### src/rtl/mem_access_stage_pkg.sv
// Shared encodings for the RV32I memory-access stage: size codes, write-back selects, FSM states.
// No logic of its own.
// Imported by the stage top, its interface users and the load aligner.
package core_pkg;

  localparam logic [1:0] MEM_B = 2'b00;
  localparam logic [1:0] MEM_H = 2'b01;
  localparam logic [1:0] MEM_W = 2'b10;

  localparam logic [2:0] WB_ALU   = 3'b000;
  localparam logic [2:0] WB_MEM   = 3'b001;
  localparam logic [2:0] WB_IMM   = 3'b010;
  localparam logic [2:0] WB_PCIMM = 3'b011;
  localparam logic [2:0] WB_NPC   = 3'b100;

  typedef enum logic {
    ST_IDLE = 1'b0,
    ST_WAIT = 1'b1
  } state_e;

  // Bytes never misalign; halves need an even address; words (and the illegal
  // size code, which behaves as a word) need a 4-byte aligned address.
  function automatic logic is_misaligned(input logic [1:0] size, input logic [1:0] off);
    logic mis;
    case (size)
      MEM_B:   mis = 1'b0;
      MEM_H:   mis = off[0];
      default: mis = |off;
    endcase
    return mis;
  endfunction

endpackage

### src/rtl/mem_access_stage_if.sv
// Bundle of execute-side, data-memory and write-back signals of the memory-access stage.
// Pure wiring, no latency.
// slave = the stage's view; master = the environment (execute, memory, write-back) view.
interface mem_access_stage_if #(
  parameter int DMEM_AW = 30
);
  // execute -> stage
  logic                i_valid;
  logic                o_ready;
  logic [31:0]         i_alu_result;
  logic [31:0]         i_store_data;
  logic                i_mem_rd;
  logic                i_mem_wr;
  logic [1:0]          i_mem_size;
  logic                i_mem_unsigned;
  logic                i_reg_wr_en;
  logic [4:0]          i_rd_addr;
  logic [2:0]          i_reg_wr_sel;
  logic [31:0]         i_pc_immed;
  logic [31:0]         i_immed;
  logic [31:0]         i_next_pc_addr;
  // stage <-> data memory
  logic                o_dmem_req;
  logic                o_dmem_we;
  logic [DMEM_AW-1:0]  o_dmem_addr;
  logic [31:0]         o_dmem_wdata;
  logic [3:0]          o_dmem_wmask;
  logic                i_dmem_ack;
  logic [31:0]         i_dmem_rdata;
  // stage -> write-back
  logic                o_valid;
  logic [31:0]         o_alu_result;
  logic [31:0]         o_shifted_mem_data;
  logic [31:0]         o_pc_immed;
  logic [31:0]         o_immed;
  logic [31:0]         o_next_pc_addr;
  logic [2:0]          o_reg_wr_sel;
  logic                o_reg_wr_en;
  logic [4:0]          o_rd_addr;
  logic                o_misaligned;

  modport slave (
    input  i_valid, i_alu_result, i_store_data, i_mem_rd, i_mem_wr, i_mem_size,
           i_mem_unsigned, i_reg_wr_en, i_rd_addr, i_reg_wr_sel, i_pc_immed,
           i_immed, i_next_pc_addr, i_dmem_ack, i_dmem_rdata,
    output o_ready, o_dmem_req, o_dmem_we, o_dmem_addr, o_dmem_wdata, o_dmem_wmask,
           o_valid, o_alu_result, o_shifted_mem_data, o_pc_immed, o_immed,
           o_next_pc_addr, o_reg_wr_sel, o_reg_wr_en, o_rd_addr, o_misaligned
  );

  modport master (
    output i_valid, i_alu_result, i_store_data, i_mem_rd, i_mem_wr, i_mem_size,
           i_mem_unsigned, i_reg_wr_en, i_rd_addr, i_reg_wr_sel, i_pc_immed,
           i_immed, i_next_pc_addr, i_dmem_ack, i_dmem_rdata,
    input  o_ready, o_dmem_req, o_dmem_we, o_dmem_addr, o_dmem_wdata, o_dmem_wmask,
           o_valid, o_alu_result, o_shifted_mem_data, o_pc_immed, o_immed,
           o_next_pc_addr, o_reg_wr_sel, o_reg_wr_en, o_rd_addr, o_misaligned
  );

endinterface

### src/rtl/mem_access_stage_load_align.sv
// Load aligner: shifts the read word down by the byte offset, then sign/zero-extends to 32 bits.
// Purely combinational.
// No flow control; reusable on any read-return path.
module load_align
  import core_pkg::*;
(
  input  logic [31:0] i_rdata,
  input  logic [1:0]  i_off,
  input  logic [1:0]  i_size,
  input  logic        i_unsigned,
  output logic [31:0] o_data
);

  logic [31:0] shifted;

  // Bring the addressed byte/half to bit 0, then extend per size and signedness.
  always_comb begin
    shifted = i_rdata >> {i_off, 3'b000};
    case (i_size)
      MEM_B:   o_data = {{24{~i_unsigned & shifted[7]}}, shifted[7:0]};
      MEM_H:   o_data = {{16{~i_unsigned & shifted[15]}}, shifted[15:0]};
      default: o_data = shifted;
    endcase
  end

endmodule

### src/rtl/mem_access_stage.sv
// Memory-access stage: registers execute outputs, runs one data-memory access, aligns load data.
// Latency: 1 cycle for non-memory/misaligned ops; memory ops complete the cycle after ack.
// Backpressure: o_ready drops while an access is outstanding; execute holds its instruction.
module mem_access_stage
  import core_pkg::*;
#(
  parameter int DMEM_AW = 30
) (
  input logic               i_clk,
  input logic               i_rst,
  mem_access_stage_if.slave bus
);

  state_e      state_q, state_d;
  logic        valid_q, valid_d;
  logic [31:0] alu_q, sdata_q, pcimm_q, imm_q, npc_q, ld_q;
  logic        rd_op_q, wr_op_q, uns_q, wren_q, mis_q;
  logic [1:0]  size_q;
  logic [4:0]  rd_q;
  logic [2:0]  sel_q;

  logic        ready, accept, ack_ok, req;
  logic        in_memop, in_mis, in_go_mem;
  logic [31:0] st_wdata, ld_data;
  logic [3:0]  st_wmask;
  logic [1:0]  off;

  // Ready drops with reset so nothing is accepted while the stage is held.
  assign ready     = (state_q == ST_IDLE) & i_rst;
  assign accept    = bus.i_valid & ready;
  assign in_memop  = bus.i_mem_rd | bus.i_mem_wr;
  assign in_mis    = in_memop & is_misaligned(bus.i_mem_size, bus.i_alu_result[1:0]);
  assign in_go_mem = in_memop & ~in_mis;
  // Acks outside WAIT belong to nothing we issued and are dropped.
  assign ack_ok    = (state_q == ST_WAIT) & bus.i_dmem_ack;
  assign req       = (state_q == ST_WAIT);
  assign off       = alu_q[1:0];

  // State and completion-pulse registers.
  always_ff @(posedge i_clk or negedge i_rst) begin
    if (!i_rst) begin
      state_q <= ST_IDLE;
      valid_q <= 1'b0;
    end else begin
      state_q <= state_d;
      valid_q <= valid_d;
    end
  end

  // Next state: aligned memory ops park in WAIT until ack; everything else completes next cycle.
  always_comb begin
    state_d = state_q;
    valid_d = 1'b0;
    case (state_q)
      ST_IDLE: begin
        if (accept) begin
          if (in_go_mem) state_d = ST_WAIT;
          else           valid_d = 1'b1;
        end
      end
      ST_WAIT: begin
        if (ack_ok) begin
          state_d = ST_IDLE;
          valid_d = 1'b1;
        end
      end
      default: state_d = ST_IDLE;
    endcase
  end

  // Capture the whole instruction on accept; these also drive the write-back outputs.
  always_ff @(posedge i_clk or negedge i_rst) begin
    if (!i_rst) begin
      alu_q   <= '0;
      sdata_q <= '0;
      pcimm_q <= '0;
      imm_q   <= '0;
      npc_q   <= '0;
      rd_op_q <= 1'b0;
      wr_op_q <= 1'b0;
      uns_q   <= 1'b0;
      wren_q  <= 1'b0;
      mis_q   <= 1'b0;
      size_q  <= '0;
      rd_q    <= '0;
      sel_q   <= '0;
    end else if (accept) begin
      alu_q   <= bus.i_alu_result;
      sdata_q <= bus.i_store_data;
      pcimm_q <= bus.i_pc_immed;
      imm_q   <= bus.i_immed;
      npc_q   <= bus.i_next_pc_addr;
      rd_op_q <= bus.i_mem_rd;
      wr_op_q <= bus.i_mem_wr;
      uns_q   <= bus.i_mem_unsigned;
      wren_q  <= bus.i_reg_wr_en;
      mis_q   <= in_mis;
      size_q  <= bus.i_mem_size;
      rd_q    <= bus.i_rd_addr;
      sel_q   <= bus.i_reg_wr_sel;
    end
  end

  load_align u_load_align (
    .i_rdata    (bus.i_dmem_rdata),
    .i_off      (off),
    .i_size     (size_q),
    .i_unsigned (uns_q),
    .o_data     (ld_data)
  );

  // Load result is sticky: only a completed load replaces it.
  always_ff @(posedge i_clk or negedge i_rst) begin
    if (!i_rst)                 ld_q <= '0;
    else if (ack_ok && rd_op_q) ld_q <= ld_data;
  end

  // Store lanes: replicate the datum across the word and enable only the addressed bytes.
  always_comb begin
    st_wdata = sdata_q;
    st_wmask = 4'b1111;
    case (size_q)
      MEM_B: begin
        st_wdata = {4{sdata_q[7:0]}};
        st_wmask = 4'b0001 << off;
      end
      MEM_H: begin
        st_wdata = {2{sdata_q[15:0]}};
        st_wmask = 4'b0011 << off;
      end
      default: ;
    endcase
  end

  assign bus.o_ready            = ready;
  assign bus.o_dmem_req         = req;
  assign bus.o_dmem_we          = req & wr_op_q;
  assign bus.o_dmem_addr        = req ? alu_q[DMEM_AW+1:2] : '0;
  assign bus.o_dmem_wdata       = (req & wr_op_q) ? st_wdata : '0;
  assign bus.o_dmem_wmask       = (req & wr_op_q) ? st_wmask : '0;
  assign bus.o_valid            = valid_q;
  assign bus.o_alu_result       = alu_q;
  assign bus.o_shifted_mem_data = ld_q;
  assign bus.o_pc_immed         = pcimm_q;
  assign bus.o_immed            = imm_q;
  assign bus.o_next_pc_addr     = npc_q;
  assign bus.o_reg_wr_sel       = sel_q;
  assign bus.o_reg_wr_en        = wren_q & ~mis_q;
  assign bus.o_rd_addr          = rd_q;
  assign bus.o_misaligned       = mis_q;

endmodule

### src/flat_wrapper.sv
// flat-port wrapper written by rule: the top's interface ports become plain ports
module mem_access_stage_flat import core_pkg::*;
#(
  parameter int DMEM_AW = 30
)
  (i_clk, i_rst, bus_i_valid, bus_i_alu_result, bus_i_store_data, bus_i_mem_rd, bus_i_mem_wr, bus_i_mem_size, bus_i_mem_unsigned, bus_i_reg_wr_en, bus_i_rd_addr, bus_i_reg_wr_sel, bus_i_pc_immed, bus_i_immed, bus_i_next_pc_addr, bus_i_dmem_ack, bus_i_dmem_rdata, bus_o_ready, bus_o_dmem_req, bus_o_dmem_we, bus_o_dmem_addr, bus_o_dmem_wdata, bus_o_dmem_wmask, bus_o_valid, bus_o_alu_result, bus_o_shifted_mem_data, bus_o_pc_immed, bus_o_immed, bus_o_next_pc_addr, bus_o_reg_wr_sel, bus_o_reg_wr_en, bus_o_rd_addr, bus_o_misaligned);
  mem_access_stage_if #(.DMEM_AW(DMEM_AW)) bus_i ();
  input logic i_clk;
  input logic i_rst;
  input wire logic [$bits(bus_i.i_valid)-1:0] bus_i_valid;
  input wire logic [$bits(bus_i.i_alu_result)-1:0] bus_i_alu_result;
  input wire logic [$bits(bus_i.i_store_data)-1:0] bus_i_store_data;
  input wire logic [$bits(bus_i.i_mem_rd)-1:0] bus_i_mem_rd;
  input wire logic [$bits(bus_i.i_mem_wr)-1:0] bus_i_mem_wr;
  input wire logic [$bits(bus_i.i_mem_size)-1:0] bus_i_mem_size;
  input wire logic [$bits(bus_i.i_mem_unsigned)-1:0] bus_i_mem_unsigned;
  input wire logic [$bits(bus_i.i_reg_wr_en)-1:0] bus_i_reg_wr_en;
  input wire logic [$bits(bus_i.i_rd_addr)-1:0] bus_i_rd_addr;
  input wire logic [$bits(bus_i.i_reg_wr_sel)-1:0] bus_i_reg_wr_sel;
  input wire logic [$bits(bus_i.i_pc_immed)-1:0] bus_i_pc_immed;
  input wire logic [$bits(bus_i.i_immed)-1:0] bus_i_immed;
  input wire logic [$bits(bus_i.i_next_pc_addr)-1:0] bus_i_next_pc_addr;
  input wire logic [$bits(bus_i.i_dmem_ack)-1:0] bus_i_dmem_ack;
  input wire logic [$bits(bus_i.i_dmem_rdata)-1:0] bus_i_dmem_rdata;
  output wire logic [$bits(bus_i.o_ready)-1:0] bus_o_ready;
  output wire logic [$bits(bus_i.o_dmem_req)-1:0] bus_o_dmem_req;
  output wire logic [$bits(bus_i.o_dmem_we)-1:0] bus_o_dmem_we;
  output wire logic [$bits(bus_i.o_dmem_addr)-1:0] bus_o_dmem_addr;
  output wire logic [$bits(bus_i.o_dmem_wdata)-1:0] bus_o_dmem_wdata;
  output wire logic [$bits(bus_i.o_dmem_wmask)-1:0] bus_o_dmem_wmask;
  output wire logic [$bits(bus_i.o_valid)-1:0] bus_o_valid;
  output wire logic [$bits(bus_i.o_alu_result)-1:0] bus_o_alu_result;
  output wire logic [$bits(bus_i.o_shifted_mem_data)-1:0] bus_o_shifted_mem_data;
  output wire logic [$bits(bus_i.o_pc_immed)-1:0] bus_o_pc_immed;
  output wire logic [$bits(bus_i.o_immed)-1:0] bus_o_immed;
  output wire logic [$bits(bus_i.o_next_pc_addr)-1:0] bus_o_next_pc_addr;
  output wire logic [$bits(bus_i.o_reg_wr_sel)-1:0] bus_o_reg_wr_sel;
  output wire logic [$bits(bus_i.o_reg_wr_en)-1:0] bus_o_reg_wr_en;
  output wire logic [$bits(bus_i.o_rd_addr)-1:0] bus_o_rd_addr;
  output wire logic [$bits(bus_i.o_misaligned)-1:0] bus_o_misaligned;
  assign bus_i.i_valid = bus_i_valid;
  assign bus_i.i_alu_result = bus_i_alu_result;
  assign bus_i.i_store_data = bus_i_store_data;
  assign bus_i.i_mem_rd = bus_i_mem_rd;
  assign bus_i.i_mem_wr = bus_i_mem_wr;
  assign bus_i.i_mem_size = bus_i_mem_size;
  assign bus_i.i_mem_unsigned = bus_i_mem_unsigned;
  assign bus_i.i_reg_wr_en = bus_i_reg_wr_en;
  assign bus_i.i_rd_addr = bus_i_rd_addr;
  assign bus_i.i_reg_wr_sel = bus_i_reg_wr_sel;
  assign bus_i.i_pc_immed = bus_i_pc_immed;
  assign bus_i.i_immed = bus_i_immed;
  assign bus_i.i_next_pc_addr = bus_i_next_pc_addr;
  assign bus_i.i_dmem_ack = bus_i_dmem_ack;
  assign bus_i.i_dmem_rdata = bus_i_dmem_rdata;
  assign bus_o_ready = bus_i.o_ready;
  assign bus_o_dmem_req = bus_i.o_dmem_req;
  assign bus_o_dmem_we = bus_i.o_dmem_we;
  assign bus_o_dmem_addr = bus_i.o_dmem_addr;
  assign bus_o_dmem_wdata = bus_i.o_dmem_wdata;
  assign bus_o_dmem_wmask = bus_i.o_dmem_wmask;
  assign bus_o_valid = bus_i.o_valid;
  assign bus_o_alu_result = bus_i.o_alu_result;
  assign bus_o_shifted_mem_data = bus_i.o_shifted_mem_data;
  assign bus_o_pc_immed = bus_i.o_pc_immed;
  assign bus_o_immed = bus_i.o_immed;
  assign bus_o_next_pc_addr = bus_i.o_next_pc_addr;
  assign bus_o_reg_wr_sel = bus_i.o_reg_wr_sel;
  assign bus_o_reg_wr_en = bus_i.o_reg_wr_en;
  assign bus_o_rd_addr = bus_i.o_rd_addr;
  assign bus_o_misaligned = bus_i.o_misaligned;
  mem_access_stage #(.DMEM_AW(DMEM_AW)) u_core (.i_clk(i_clk), .i_rst(i_rst), .bus(bus_i));
endmodule
### config.mk
export PLATFORM = sky130hd
export DESIGN_NAME = mem_access_stage_flat
export DESIGN_NICKNAME = d
export VERILOG_FILES = /design/src/rtl/mem_access_stage_pkg.sv /design/src/rtl/mem_access_stage_if.sv /design/src/rtl/mem_access_stage_load_align.sv /design/src/rtl/mem_access_stage.sv /design/src/flat_wrapper.sv
export SDC_FILE = /design/constraint.sdc
export NUM_CORES = 1
export LEC_CHECK = 0
export ABC_AREA = 1
export BUFFER_PORTS_ARGS = -buffer_cell sky130_fd_sc_hd__buf_2
export CAP_MARGIN = 20
export CORE_AREA = 8 8 168 170
export CTS_CLUSTER_DIAMETER = 50
export CTS_CLUSTER_SIZE = 30
export DETAILED_ROUTE_END_ITERATION = 10
export DIE_AREA = 0 0 176 178
export HOLD_SLACK_MARGIN = 0.12
export PLACE_DENSITY_LB_ADDON = 0.05
export SETUP_SLACK_MARGIN = 0.3
export SYNTH_ARGS = -nofsm -noshare
export SYNTH_HDL_FRONTEND = slang
export SYNTH_HIERARCHICAL = 1
export SYNTH_SLANG_ARGS = --single-unit
export TNS_END_PERCENT = 100
### constraint.sdc
create_clock -name i_clk -period 2.4 [get_ports i_clk]
set_input_delay 0.24 -clock i_clk [delete_from_list [all_inputs] [get_ports i_clk]]
set_output_delay 0.24 -clock i_clk [all_outputs]
set_load 0.02 [all_outputs]
==> results of run 1 <==
[synth_stat cells]
| cell | instances |
|---|---|
| buf_4 | 13 |
| a22oi_1 | 2 |
| a21oi_1 | 22 |
| dfrtp_1 | 209 |
| nand2_2 | 1 |
| o31ai_1 | 1 |
| inv_2 | 2 |
| nand3_4 | 1 |
| nor2_2 | 3 |
| o211ai_1 | 1 |
| nor2_1 | 54 |
| and2_1 | 1 |
| nand2_1 | 655 |
| nand3_2 | 15 |
| o21ai_0 | 66 |
| buf_2 | 24 |
| nand3_1 | 33 |
| clkbuf_1 | 22 |
| inv_1 | 100 |
| nand3b_1 | 1 |
| nand2_4 | 1 |
| nor2_4 | 1 |
| buf_1 | 2 |
| buf_8 | 1 |
| buf_6 | 6 |
| inv_4 | 1 |
[layout make-up]
class,count,area (um2),area share
timing repair buffer,658,4420,0.295
inverter,103,399,0.0267
clock inverter,17,219,0.0146
sequential,209,5230,0.350
clock buffer,31,711,0.0475
timing repair inverter,1,7.51,0.000502
tap,335,419,0.0280
antenna,1,2.50,0.000167
multi-input combinational,858,3540,0.237
[through the flow]
step / std cells / total power, mW / hold WS, ns
finish: 2213 / 18.7 / 0.0776
CTS: 2211 / 18.9 / 0.0744
floorplan: 1238 / 11.1 / -0.0556
detailed placement: 1973 / 14.2 / 0.130
global route: 2212 / 20.1 / 0.0838
global placement: 1973 / 14.2 / 0.128
[cells in the final DEF, fill, tap and decap left out]
cell type,Yosys,final
diode_2,0,1
o211ai_1,1,1
clkinvlp_4,0,4
buf_2,24,448
nand2_2,1,2
clkbuf_16,0,27
nand3_2,15,16
a22oi_1,2,2
bufinv_16,0,3
and2_1,1,1
nand3_1,33,32
clkinv_4,0,4
clkbuf_1,22,2
nand2_1,655,654
inv_1,100,98
nand3_4,1,1
inv_6,0,4
nand2_4,1,1
o21ai_0,66,66
nand3b_1,1,1
clkbuf_8,0,3
inv_8,0,3
clkinv_8,0,1
nor2_1,54,52
dlygate4sd3_1,0,180
o31ai_1,1,1
clkinv_2,0,2
buf_6,6,1
nor2_2,3,4
dfrtp_1,209,207
dfrtp_2,0,2
buf_12,0,11
inv_2,2,2
nor2_4,1,2
buf_4,13,17
a21oi_1,22,22
[worst max-delay path, delay by kind of cell, from the launching register on]
kind | cells | cell delay, ns
AND/OR/NAND/NOR | 4 | 0.64
flip-flops | 1 | 0.47
buffers and inverters | 1 | 0.16
[state kept, by name (all words and copies together), names as in the netlist]
name                           flops
u_core/bus.o_shifted_mem_data     32
u_core/bus.o_alu_result           32
u_core/bus.o_dmem_req              1
u_core/bus.o_reg_wr_sel            3
u_core/wren_q                      1
u_core/bus.o_valid                 1
u_core/uns_q                       1
u_core/bus.o_rd_addr               5
u_core/bus.o_next_pc_addr         32
u_core/sdata_q                    32
u_core/size_q                      2
u_core/bus.o_misaligned            1
u_core/rd_op_q                     1
u_core/wr_op_q                     1
u_core/bus.o_pc_immed             32
u_core/bus.o_immed                32
[cell families (layout without fill, tap and decap cells)]
| group | count (synthesis) | after routing | share of synthesized area |
|---|---|---|---|
| compound gates | 92 | 92 | 0.0493 |
| other cells | 0 | 1 | 0 |
| simple gates | 766 | 766 | 0.320 |
| flops | 209 | 209 | 0.548 |
| buf+inv | 171 | 810 | 0.0817 |
[layer usage]
metal,share of wire,up-vias
met1,0.39,4627
met3,0.086,61
met5,0,-
met4,0.025,0
li1,-,4977
met2,0.49,409
[power by group through the flow]
stage / clock [mW] / combinational (mW) / sequential (mW)
2_1_floorplan: 0 / 3.66 / 7.48
3_3_place_gp: 0 / 8.10 / 6.09
3_5_place_dp: 0 / 8.16 / 6.08
4_1_cts: 4.28 / 8.55 / 6.07
5_1_grt: 4.43 / 9.37 / 6.27
6_report: 4.18 / 8.50 / 6.07
[final timing paths]
check                                                    end  cells after the start                  start  slack [ns]
max in group asynchronous  u_core/bus.o_shifted_mem_data[12]                      5                  i_rst        1.09
min in group i_clk          u_core/bus.o_shifted_mem_data[3]                      5    bus_i_dmem_rdata[3]        0.14
max reg2reg                u_core/bus.o_shifted_mem_data[31]                      8       u_core/size_q[1]        0.47
max                                     bus_o_dmem_wdata[27]                      5       u_core/size_q[1]        0.37
min reg2reg                            u_core/bus.o_immed[0]                      2  u_core/bus.o_immed[0]        0.47
min                                             u_core/uns_q                      5                  i_rst        0.08
[timing repair]
action,in CTS,in global routing
endpoints found under the hold margin,272,72
setup buffers,6,1
resized for setup,8,1
cloned,1,0
endpoints found under the setup margin,28,25
==> flow_summary_export.csv, run 1 <==
group,metric,value,unit
clock_tree,clkTransAtPathRegs,0.06,ns
logic_synthesis,ys_ff_latch,209,
worst_setup_path,slowest_delay,0.47,ns
logic_synthesis,synth_area_leaders,"dfrtp_1, nand2_1, inv_1, o21ai_0, nor2_1",
detailed_routing,drt_wl_total,37500,um
logic_synthesis,syn_area_per_cell,7.70,um2
final_layout,area_growth,56.8,%
timing,slew-limit-headroom,0.384,
clock_tree,cts_tree,"built",
clock_tree,hold_buffers,183,
power,power_density,1250,nW/um2
detailed_routing,drt_iter0_drc,783,
timing,fin_ws,0.371,ns
hold_path,hold_path.class,"in -> async",
global_routing,grtUsageMet2,0.400,
clock_tree,cts_buffers,27,
worst_setup_path,start_kind,"flip-flop",
worst_setup_path,cp_max_fo,8,
power,seq_power_share,0.324,
global_routing,grt-ovfl-total,0,
final_layout,stdcell_area,15000,um2
timing,rsz0062_at_grt,"true",
clock_tree,htreeDepth,1,
global_routing,use_met3,0.0682,
floorplan,coreArea,25600,um2
logic_synthesis,yosysTopAreaCell,"dfrtp_1",
placement,io_buffers,449,
worst_setup_path,endpoint_kind,"output port",
power,leakage,8.74,nW
timing,final_max_slew_viol_count,0,
detailed_routing,avgRoutedWirePerCell,17.0,um
final_layout,drive_above_1_share,0.297,
detailed_routing,drcViolationCount,0,
outcome,status,"finished clean",
power,pwr-share-comb,0.453,
global_routing,grt.met1_usage,0.278,
floorplan,fp.dieArea,31300,um2
worst_setup_path,cp_slowest_cell,"dfrtp_2",
timing,worst_pin_slew,0.922,ns
global_routing,grt_most_used_layer,"met2",
global_routing,grt_pass1_wl,58300,um
floorplan,die_w,176,um
power,ir_worst_vdd,0.000781,V
timing,fmax,0.493,GHz
clock_tree,cts_buffer_depth,3,
clock_tree,clk-insertion-delay-late,0.52,ns
power,swShare,0.446,
detailed_routing,ant_nets,0,
final_layout,final_nets,2068,
placement,gp_congestion,0.866,
final_layout,fill_cells,2333,
floorplan,num_rows,59,
placement,hpwl,26400,um
global_routing,grt_pass1_vias,10500,
logic_synthesis,synthesis.instances,1238,
clock_tree,cts_root_buf,"clkbuf_16",
power,p_switching,8.36,mW
floorplan,die_y,178,um
worst_setup_path,crit_chain,"nor2_2 -> nand2_1 -> nand3_1 -> nor2_1 -> buf_2",
timing,tns,0,ns
logic_synthesis,syn_nets,1448,
clock_tree,clock-sinks,209,
global_routing,antenna_found_initial,1,
logic_synthesis,synth.distinct_cells,26,
final_layout,final_core_util,0.584,
floorplan,initial_core_util,0.372,
logic_synthesis,seq_area_frac_synth,0.548,
timing,min_period_over_period,0.845,
global_routing,grtUsageTotal,0.232,
placement,post-place-ws,0.545,ns
timing,final-hold-violation-count,0,
global_routing,grt_start_max_net_pins,119,
logic_synthesis,yosys_warnings,6,
detailed_routing,dr.pass1.iters,5,
worst_setup_path,arrival,1.79,ns
power,clockPowerShare,0.223,
timing,finalClockSkew,0.0126,ns
timing,timing.final.crit_period,2.03,ns
worst_setup_path,critPathRequiredTime,2.16,ns
power,p_int,10.4,mW
floorplan,ioPinCount,450,
logic_synthesis,syn-cell-area,9540,um2
placement,placed_area,12100,um2
detailed_routing,vias,10100,
logic_synthesis,yosys.area.top_type_share,0.548,
timing,setup_viol,0,
worst_setup_path,crit_type,"reg -> out",
detailed_routing,viasPerCell,4.55,
job,cap_violations,0,
Power figures use the tool's default switching activity.
==> run 2: changes to the inputs <==
CORE_AREA = 8 8 169 171   (was 8 8 168 170)
DIE_AREA = 0 0 177 179   (was 0 0 176 178)
clock period = 1.69 ns   (was 2.4 ns; I/O delays follow)
==> flow_summary_export.csv, run 2 (same netlist as run 1, synthesis figures left out) <==
group,metric,value,unit
outcome,status,"complete, but fails checks",
outcome,violations,"setup timing",
floorplan,coreArea,25800,um2
final_layout,final_cells,2384,
timing,slew-limit-headroom,0.395,
worst_setup_path,arrival,2.33,ns
floorplan,fp.dieArea,31700,um2
global_routing,grt-ovfl-total,0,
floorplan,initial_core_util,0.370,
placement,hpwl,26000,um
clock_tree,clk-insertion-delay-late,0.54,ns
worst_setup_path,crit_type,"reg -> reg",
worst_setup_path,slowest_delay,0.44,ns
detailed_routing,dr.pass1.iters,7,
worst_setup_path,critPathRequiredTime,2.11,ns
worst_setup_path,cp_common_cell,"buf_12",
timing,min_period_over_period,1.13,
power,p_switching,15.9,mW
detailed_routing,vias,11800,
placement,gp_congestion,0.822,
placement,io_buffers,449,
power,seq_power_share,0.266,
job,cap_violations,0,
power,clockPowerShare,0.173,
floorplan,die_y,179,um
clock_tree,htreeDepth,1,
final_layout,drive_above_1_share,0.567,
placement,placed_area,12400,um2
timing,finalClockSkew,0.0110,ns
hold_path,hold_path.class,"in -> async",
timing,final_max_slew_viol_count,0,
placement,post-place-ws,0.114,ns
worst_setup_path,start_kind,"flip-flop",
global_routing,grt_pass1_wl,68200,um
clock_tree,clkTransAtPathRegs,0.07,ns
power,power_density,1720,nW/um2
worst_setup_path,cp_slowest_cell,"dfrtp_2",
final_layout,layout_commonest_cell,"buf_2",
detailed_routing,viasPerCell,4.95,
clock_tree,cts_tree,"built",
final_layout,final_core_util,0.797,
timing,rsz0062_at_grt,"true",
global_routing,grtUsageTotal,0.275,
clock_tree,clock-sinks,209,
power,swShare,0.450,
power,leakage,11.1,nW
detailed_routing,drt_wl_total,49000,um
final_layout,area_growth,115,%
floorplan,ioPinCount,450,
detailed_routing,drcViolationCount,0,
clock_tree,cts_buffer_depth,3,
worst_setup_path,cp_max_fo,8,
timing,timing.final.crit_period,1.92,ns
power,p_int,19.4,mW
power,pwr-share-comb,0.561,
clock_tree,cts_buffers,29,
detailed_routing,avgRoutedWirePerCell,20.6,um
timing,final-hold-violation-count,0,
clock_tree,cts_root_buf,"clkbuf_16",
global_routing,grt_start_max_net_pins,128,
timing,worst_pin_slew,0.904,ns
global_routing,grt_pass1_vias,11900,
power,ir_worst_vdd,0.00125,V
global_routing,antenna_found_initial,5,
floorplan,num_rows,59,
power,p_total,35.2,mW
final_layout,stdcell_area,20500,um2
worst_setup_path,crit_chain,"buf_8 -> buf_6 -> nand3b_1 -> buf_4 -> buf_12 -> buf_12 -> buf_12 -> buf_16 -> nand2_2 -> nand2_1",
detailed_routing,drt_iter0_drc,930,
timing,fmax,0.522,GHz
final_layout,final_cell_mix,"buf_2, nand2_1, nand2_2",
detailed_routing,ant_nets,0,
floorplan,die_w,177,um
final_layout,final_nets,2236,
worst_setup_path,endpoint_kind,"flip-flop",
placement,dp.cells,1990,
timing,fin_ws,-0.226,ns
timing,setup_viol,251,
==> run 2: cell types whose count changed in the layout (fill, tap and decap cells not counted), moves of 20 or more <==
cell / before / now
buf_12: 11 / 45
buf_16: 0 / 50
buf_2: 448 / 382
buf_6: 1 / 91
inv_1: 98 / 66
inv_2: 2 / 32
nand2_1: 654 / 298
nand2_2: 2 / 218
nand2_4: 1 / 141
nor2_1: 52 / 32
o21ai_0: 66 / 11
o21ai_1: 0 / 33
==> run 2: final cells by class <==
type                    instances  area (um2)
clock inverters                17         195
fillers                      1560        5220
inverters                     103         422
repair inverters                2        32.5
clock buffers                  33         751
multi-input cells             861        5590
flip-flops and latches        209        5240
repair buffers                820        7890
well taps                     335         419
diodes                          4        10.0
==> run 2: repair_timing <==
| item | 4_1_cts | 5_1_grt |
|---|---|---|
| hold buffers | 197 | 1 |
| endpoints found under the hold margin | 405 | 19 |
| buffers inserted | 67 | 15 |
| pin swaps | 139 | 81 |
| cloned | 52 | 8 |
| resized for setup | 511 | 409 |
| endpoints found under the setup margin | 266 | 293 |
==> run 2: path summary, 6_finish.rpt <==
check / start / endpoint / slack [ns] / cells past startpoint
worst min-delay path: i_rst / u_core/bus.o_alu_result[1] / 0.13 / 3
worst min register to register: u_core/bus.o_next_pc_addr[25] / u_core/bus.o_next_pc_addr[25] / 0.48 / 2
worst max-delay path: u_core/bus.o_dmem_req / u_core/bus.o_pc_immed[21] / -0.23 / 10
max in group asynchronous: i_rst / u_core/bus.o_alu_result[16] / 0.37 / 4
min in group i_clk: bus_i_dmem_rdata[31] / u_core/bus.o_shifted_mem_data[31] / 0.13 / 7
worst max register to register: u_core/bus.o_dmem_req / u_core/bus.o_pc_immed[21] / -0.23 / 10
==> run 2: power by group through the flow <==
stage / sequential (mW) / clock (mW) / combinational, mW
2_1_floorplan: 10.6 / 0 / 5.45
3_3_place_gp: 8.61 / 0 / 12.0
3_5_place_dp: 8.55 / 0 / 12.1
4_1_cts: 8.87 / 6.14 / 17.1
5_1_grt: 9.63 / 6.39 / 20.9
6_report: 9.38 / 6.09 / 19.8
==> run 2: stage by stage <==
step | hold slack [ns] | setup TNS (ns)
CTS | 0.125 | -14.98
floorplan | -0.127 | 0
finish | 0.126 | -33.03
detailed placement | 0.171 | 0
global placement | 0.177 | 0
global route | 0.178 | -47.32
==> run 2: critical path, delay by kind of cell (launching register included) <==
family	cells	cell delay [ns]
flip-flops	1	0.44
buffers and inverters	7	1.01
AND/OR/NAND/NOR	3	0.34
==> run 2: routing by layer <==
layer | track usage | wire length (um) | vias to the layer above
li1 | - | - | 5384
met4 | 0.0872 | 1600 | 2
met2 | 0.472 | 25100 | 607
met1 | 0.337 | 18300 | 5694
met3 | 0.0653 | 3940 | 117
met5 | 0 | 13 | -
